--- src/rtl/ecc_operand_loader.sv ---
// rtl/ecc_operand_loader.sv - digit-serial ECC operand loader and result unloader (optional abort: LOADER_ABORT_EN)
module ecc_operand_loader #(
    parameter int WORD_W  = 32,
    parameter int DIGIT_W = 4,
    parameter int N_CH    = 5
) (
    input  logic                      i_clk,
    input  logic                      i_rst_n,
    input  logic                      i_valid,
    input  logic [N_CH*DIGIT_W-1:0]   i_digits,
    output logic                      o_ready,
    output logic [N_CH*WORD_W-1:0]    o_words,
    output logic                      o_start,
    input  logic                      i_core_done,
    input  logic [WORD_W-1:0]         i_result,
    output logic                      o_res_valid,
    output logic [DIGIT_W-1:0]        o_res_digit,
    input  logic                      i_res_ready,
    input  logic                      i_abort
);

    // WORD_W must be an exact multiple of DIGIT_W; one beat carries one digit per channel.
    localparam int BEATS = WORD_W / DIGIT_W;
    localparam int CNT_W = $clog2(BEATS + 1);
    localparam logic [CNT_W-1:0] LAST_CNT = CNT_W'(BEATS - 1);

    typedef enum logic [1:0] {
        S_IDLE,
        S_LOAD,
        S_BUSY,
        S_UNLOAD
    } state_t;

    state_t                    state;
    logic [CNT_W-1:0]          cnt;
    logic [N_CH*WORD_W-1:0]    words_q;
    logic [N_CH*WORD_W-1:0]    words_shifted;
    logic [WORD_W-1:0]         result_q;
    logic                      start_q;
    logic                      res_valid_q;
    logic                      beat_acc;
    logic                      abort_req;

    assign o_ready     = (state == S_IDLE) || (state == S_LOAD);
    assign o_words     = words_q;
    assign o_start     = start_q;
    assign o_res_valid = res_valid_q;
    assign o_res_digit = result_q[WORD_W-1 -: DIGIT_W];

    assign beat_acc = i_valid && o_ready;

`ifdef LOADER_ABORT_EN
    // Abort only has meaning while a transfer is in flight; IDLE and BUSY ignore it.
    assign abort_req = i_abort && ((state == S_LOAD) || (state == S_UNLOAD));
`else
    logic unused_abort;
    assign unused_abort = i_abort;
    assign abort_req    = 1'b0;
`endif

    // Next word per channel: drop the top digit, append the new digit at the bottom (MSB-first assembly).
    always_comb begin
        words_shifted = '0;
        for (int c = 0; c < N_CH; c++) begin
            words_shifted[c*WORD_W +: WORD_W] =
                WORD_W'({words_q[c*WORD_W +: WORD_W], i_digits[c*DIGIT_W +: DIGIT_W]});
        end
    end

    // Control FSM: load beats, pulse start, wait for core, stream the result back out.
    always_ff @(posedge i_clk or negedge i_rst_n) begin
        if (!i_rst_n) begin
            state       <= S_IDLE;
            cnt         <= '0;
            words_q     <= '0;
            result_q    <= '0;
            start_q     <= 1'b0;
            res_valid_q <= 1'b0;
        end else begin
            start_q <= 1'b0;
            if (abort_req) begin
                // Abort takes priority over a coincident last beat or last handshake.
                state       <= S_IDLE;
                cnt         <= '0;
                res_valid_q <= 1'b0;
            end else begin
                case (state)
                    S_IDLE, S_LOAD: begin
                        if (beat_acc) begin
                            words_q <= words_shifted;
                            if (cnt == LAST_CNT) begin
                                cnt     <= '0;
                                start_q <= 1'b1;
                                state   <= S_BUSY;
                            end else begin
                                cnt   <= cnt + 1'b1;
                                state <= S_LOAD;
                            end
                        end
                    end
                    S_BUSY: begin
                        if (i_core_done) begin
                            result_q    <= i_result;
                            res_valid_q <= 1'b1;
                            state       <= S_UNLOAD;
                        end
                    end
                    S_UNLOAD: begin
                        if (i_res_ready) begin
                            result_q <= result_q << DIGIT_W;
                            if (cnt == LAST_CNT) begin
                                cnt         <= '0;
                                res_valid_q <= 1'b0;
                                state       <= S_IDLE;
                            end else begin
                                cnt <= cnt + 1'b1;
                            end
                        end
                    end
                    default: begin
                        state <= S_IDLE;
                        cnt   <= '0;
                    end
                endcase
            end
        end
    end

endmodule

--- config.mk ---
export PLATFORM = sky130hd
export DESIGN_NAME = ecc_operand_loader
export DESIGN_NICKNAME = d
export VERILOG_FILES = /design/src/rtl/ecc_operand_loader.sv
export SDC_FILE = /design/constraint.sdc
export NUM_CORES = 1
export LEC_CHECK = 0
export BUFFER_PORTS_ARGS = -buffer_cell sky130_fd_sc_hd__buf_2
export CORE_MARGIN = 3
export CORE_UTILIZATION = 50
export DETAILED_ROUTE_END_ITERATION = 6
export PLACE_DENSITY = 0.77
export SYNTH_ARGS = -nofsm -noshare
export SYNTH_HDL_FRONTEND = slang
export SYNTH_SLANG_ARGS = --single-unit
--- constraint.sdc ---
create_clock -name i_clk -period 2.15 [get_ports i_clk]
set_input_delay 0.215 -clock i_clk [delete_from_list [all_inputs] [get_ports i_clk]]
set_output_delay 0.215 -clock i_clk [all_outputs]
set_load 0.02 [all_outputs]
Yosys cells after proc, flatten, opt, wreduce, memory -nomap -nowiden --
Cells that the tools add are included.
Word-level totals: bits in registers 200, input port bits 58, output and inout bits 167, logic and storage cells 46
Operators by class: add/sub/neg operators 1, eq/ne operators 8, mux-type cells 20, reduce and logical (&&, ||, !) cells 11
Operator list (number):
- $mux 32 | 2
- $pmux 32 s2 | 1
- $mux 4 | 3
- $mux 2 | 5
- $ne 2x2->1 const B | 4
- $pmux 4 s2 | 1
- $reduce_and 4->1 | 2
- $mux 1 | 6
- $pmux 2 s3 | 1
- $reduce_and 3->1 | 2
- $add 4x1->4 const B | 1
- $eq 2x2->1 const B | 2
- $eq 4x3->1 const B | 1
- $reduce_bool 2->1 | 2
- $eq 2x1->1 const B | 1
- $logic_not 2->1 | 1
- $pmux 1 s2 | 1
- $reduce_and 2->1 | 1
- $reduce_or 2->1 | 1
- $logic_and 1x1->1 | 1
- $logic_or 1x1->1 | 1

Logic depth before layout (Yosys ltp) --
word-level depth 5, gate-level depth with buffers 7, gate-level depth less buffers 4

Worst setup path after synthesis --
OpenSTA, ideal clock, no wires.
path kind register -> register, from register state[0], to register result_q[22], library setup time 0.141 ns, data arrival time 1.216 ns, data required time 2.009 ns, setup slack 0.792 ns, cell stages (with the launch flop) 7, path buffers 3, clock period less this slack 1.358 ns, path through dfrtp_1 > buf_6 > mux2_4 > buf_6 > buf_6 > a21oi_1 > a31oi_1
Between the ends: cells in the longest elaborated chain, start to end 3, elaborated cells between the ends (all ways) 7, those cells by class eq/ne (4); mux (1); reduce/logical (2)
Ends and longest elaborated chain:
- start, declared | line 34 | state_t state;
- start signal, assigned | line 73 | state <= S_IDLE;
- start signal, assigned | line 83 | state <= S_IDLE;
- start signal, assigned | line 94 | state <= S_BUSY;
- $eq 2x2->1 | line 87 | case (state)
- $ne 2x2->1 (no line) or $reduce_bool 2->1 (tied branches)
- $reduce_and 3->1 (no line)
- end signal, assigned | line 103 | result_q <= i_result;
- end signal, assigned | line 110 | result_q <= result_q << DIGIT_W;
- end, declared | line 38 | logic [WORD_W-1:0] result_q;
Parallel ways exist; a longest one is shown, timed or not. A chain may end at the register's enable or synchronous reset.

Worst setup path in the final report --
from register state[1], to output o_ready
Between the ends: cells in the longest elaborated chain, start to end 2, elaborated cells between the ends (all ways) 3, those cells by class eq/ne (1); reduce/logical (2)
Ends and longest elaborated chain:
- $eq 2x1->1 or $logic_not 2->1 (tied branches) | line 44 | assign o_ready = (state == S_IDLE) || (state == S_LOAD);
- $logic_or 1x1->1 * | line 44
- end, declared | line 11 | output logic o_ready,
Mark *: on every way between the ends. The rest lies on a longest branch, timed or not.

==> impl_metrics.ini <==
[floorplan]
core.rowCount = 45
ios = 225
core_sq_mm = 0.0154
die_height_um = 133
dieWidth_um = 133
initial_utilization_pct = 52.0
fp.dieArea_sq_mm = 0.0176

[timing]
max_freq_ghz = 0.532
rsz0062_at_grt = no
fin_ws_ns = 0.271
min_period_over_period_pct = 87.4
fin_skew_ns = 0.0131
hold_viol_final = 0
setup_viol = 0
relSlewSlack_pct = 61.1
slew_viol_final = 0
tightest_slew_ns = 0.584
fin_setup_tns_ns = 0
period_minus_slack_ns = 1.88

[job]
maxCapViolations = 0

[cts]
ctsRootBufferMaster = clkbuf_16
clk_latency_ns = 0.42
cts_buffer_depth = 2
cts_hold_buffers = 18
post_cts_resized = 0
clk_pin_slew_ns = 0.07
cts_tree = built
htree_levels = 4
cts_setup_buffers = 0
clock-sinks = 200
cts-buffers-inserted = 17

[critical_path]
critical_path_arrival_ns = 1.66
cp-end-kind = output port
cp.required_ns = 1.93
crit_type = reg -> out
cp_max_fo = 63
crit_path_start_kind = flip-flop

[global_routing]
grt_pass1_vias = 6158
grt_use_met1_pct = 29.3
top_usage_layer = met2
grt_use_met3_pct = 5.86
grt_overflow = 0
antenna_found_initial = 0
grt_max_degree = 86
grt_util_met2_pct = 33.3
track_usage_pct = 21.2
grt_pass1_wl_um = 30600

[final_layout]
multi_input_area_sq_mm = 0.00268
n_fill_cell = 1286
area_growth_pct = 25.4
fin_nets = 1138
final_util_pct = 65.1
seqCellArea_sq_mm = 0.00501
drive_gt1_share_pct = 25.0
n_antenna_cell = 0

[power]
comb_power_share_pct = 41.1
sw_frac_of_total_pct = 43.8
total_power_mw = 16.9
p_per_area_mw_per_mm2 = 1680
p_int_mw = 9.47
peakVddDrop_mv = 1.03
p_sw_mw = 7.39
clkPwrFrac_pct = 18.6
pwr-share-seq_pct = 40.4
leakagePower_nw = 5.77

[synthesis]
synthArstFlopShare_pct = 100
syn_nets = 924
synth.most_common_cell = nand2_1
synth-edff-count = 0
ys_ff_latch = 200
synth_top_area_share_pct = 62.4
synth_warnings = 0
synth.top_cells.by_count = nand2_1 (483), dfrtp_1 (200), buf_2 (34)
yosys-top-cells-area = dfrtp_1 (62%), nand2_1 (23%), mux2i_1 (3.6%)
ys.flop_type = dfrtp_1
syn_inst = 865
syn-cell-area_sq_mm = 0.00802
ys_types = 24
synth_top_cell_by_area = dfrtp_1
syn_area_per_cell_sq_um = 9.27
ys_seq_area_share_pct = 62.4

[placement]
gp_congestion = 0.808
portBuffers = 223
dpl.hpwl_um = 12000
dp_slack_ns = 0.520

[route]
wl_per_cell_um = 14.3
drc = 0
first_pass_iters = 5
drt-initial-drc-count = 495
vias = 6430
routed_wirelength_um = 18600
viasPerCell = 4.93
detail-route-antenna-nets = 0

[status]
status = completed

[worst_hold_path]
hold_path.class = in -> reg
power groups by stage:
stage	Combinational [mW]	Sequential, mW	Clock (mW)
6_report	6.92	6.81	3.13
5_1_grt	7.61	7.07	3.35
4_1_cts	6.99	6.81	3.21
3_5_place_dp	6.95	6.84	0
3_3_place_gp	6.77	6.79	0
2_1_floorplan	3.07	8.33	0
final timing paths:
kind | slack (ns) | end | startpoint | cells after the start
min in group asynchronous | 0.35 | result_q[20]$_DFFE_PN0P_ | i_rst_n | 2
setup reg to reg | 0.52 | result_q[1]$_DFFE_PN0P_ | state[1]$_DFFE_PN0P_ | 3
max in group asynchronous | 1.15 | o_words[0]$_DFFE_PN0P_ | i_rst_n | 3
setup / recovery | 0.27 | o_ready | state[1]$_DFFE_PN0P_ | 3
hold reg to reg | 0.47 | o_words[30]$_DFFE_PN0P_ | o_words[30]$_DFFE_PN0P_ | 2
hold / removal | 0.02 | o_words[1]$_DFFE_PN0P_ | i_digits[1] | 3
layout by cell type, fill, tap and decap left out:
master         count
xor2_1             1
clkinv_4           4
clkinv_8           1
a21oi_1           32
inv_1              3
buf_4              3
nand2_4            1
nand3b_1           1
inv_6              3
clkbuf_16         17
mux2_4             1
nand3_1            2
clkbuf_8           1
dfrtp_2            1
buf_12             8
bufinv_16          1
mux2_2             2
dlygate4sd3_1     19
o21ai_0            3
clkinv_2           1
inv_8              3
nor2_1             4
clkinvlp_4         2
nand2b_4           1
dfrtp_1          199
nand2_1          483
o2bb2ai_1          4
a31oi_1           33
buf_2            222
a21boi_0           1
ha_1               1
mux2i_1           29
nor2b_1            4
nor2b_4            1
per-stage QoR:
stage	area, sq um	cells	hold slack (ns)
2_1_floorplan	8020	865	-0.0806
3_3_place_gp	9270	1252	0.262
3_5_place_dp	9270	1252	0.256
4_1_cts	10000	1302	0.00231
5_1_grt	10000	1303	0.0326
6_report	10000	1303	0.0239
state kept, by name, summed over array words and instances (netlist names):
name	count
o_res_valid	1
cnt	4
o_words	160
o_start	1
state	2
result_q	32
layout make-up:
cell class,count,share of cell area [%]
flip-flops and latches,200,49.8
multi-input cells,604,26.7
repair buffers,253,14.9
clock buffers,17,4.23
well taps,211,2.63
clock inverters,15,1.61
inverters,3,0.112
cells by family (layout without fill, tap and decap cells):
group,Yosys count,after routing,share of synthesized area (%)
AND/OR/NAND/NOR,497,497,23.6
flip-flops,200,200,62.4
AO/OA/AOI/OAI,73,73,5.29
buffers and inverters,61,288,4.28
multiplexers,32,32,4.09
adder cells (fa/ha/maj),1,1,0.156
XOR/XNOR,1,1,0.109
critical path: stages, from the launching register on:
cell,delay (ns)
dfrtp_2,0.46
buf_4,0.51
inv_1,0.07
buf_2,0.17
routing by layer:
layer  wire length [um]  vias to the layer above
met1               8130                     3040
met5                  0                        -
met2               8790                      218
met3               1410                       21
met4                256                        0
li1                   -                     3151
Power figures use the tool's default switching activity.
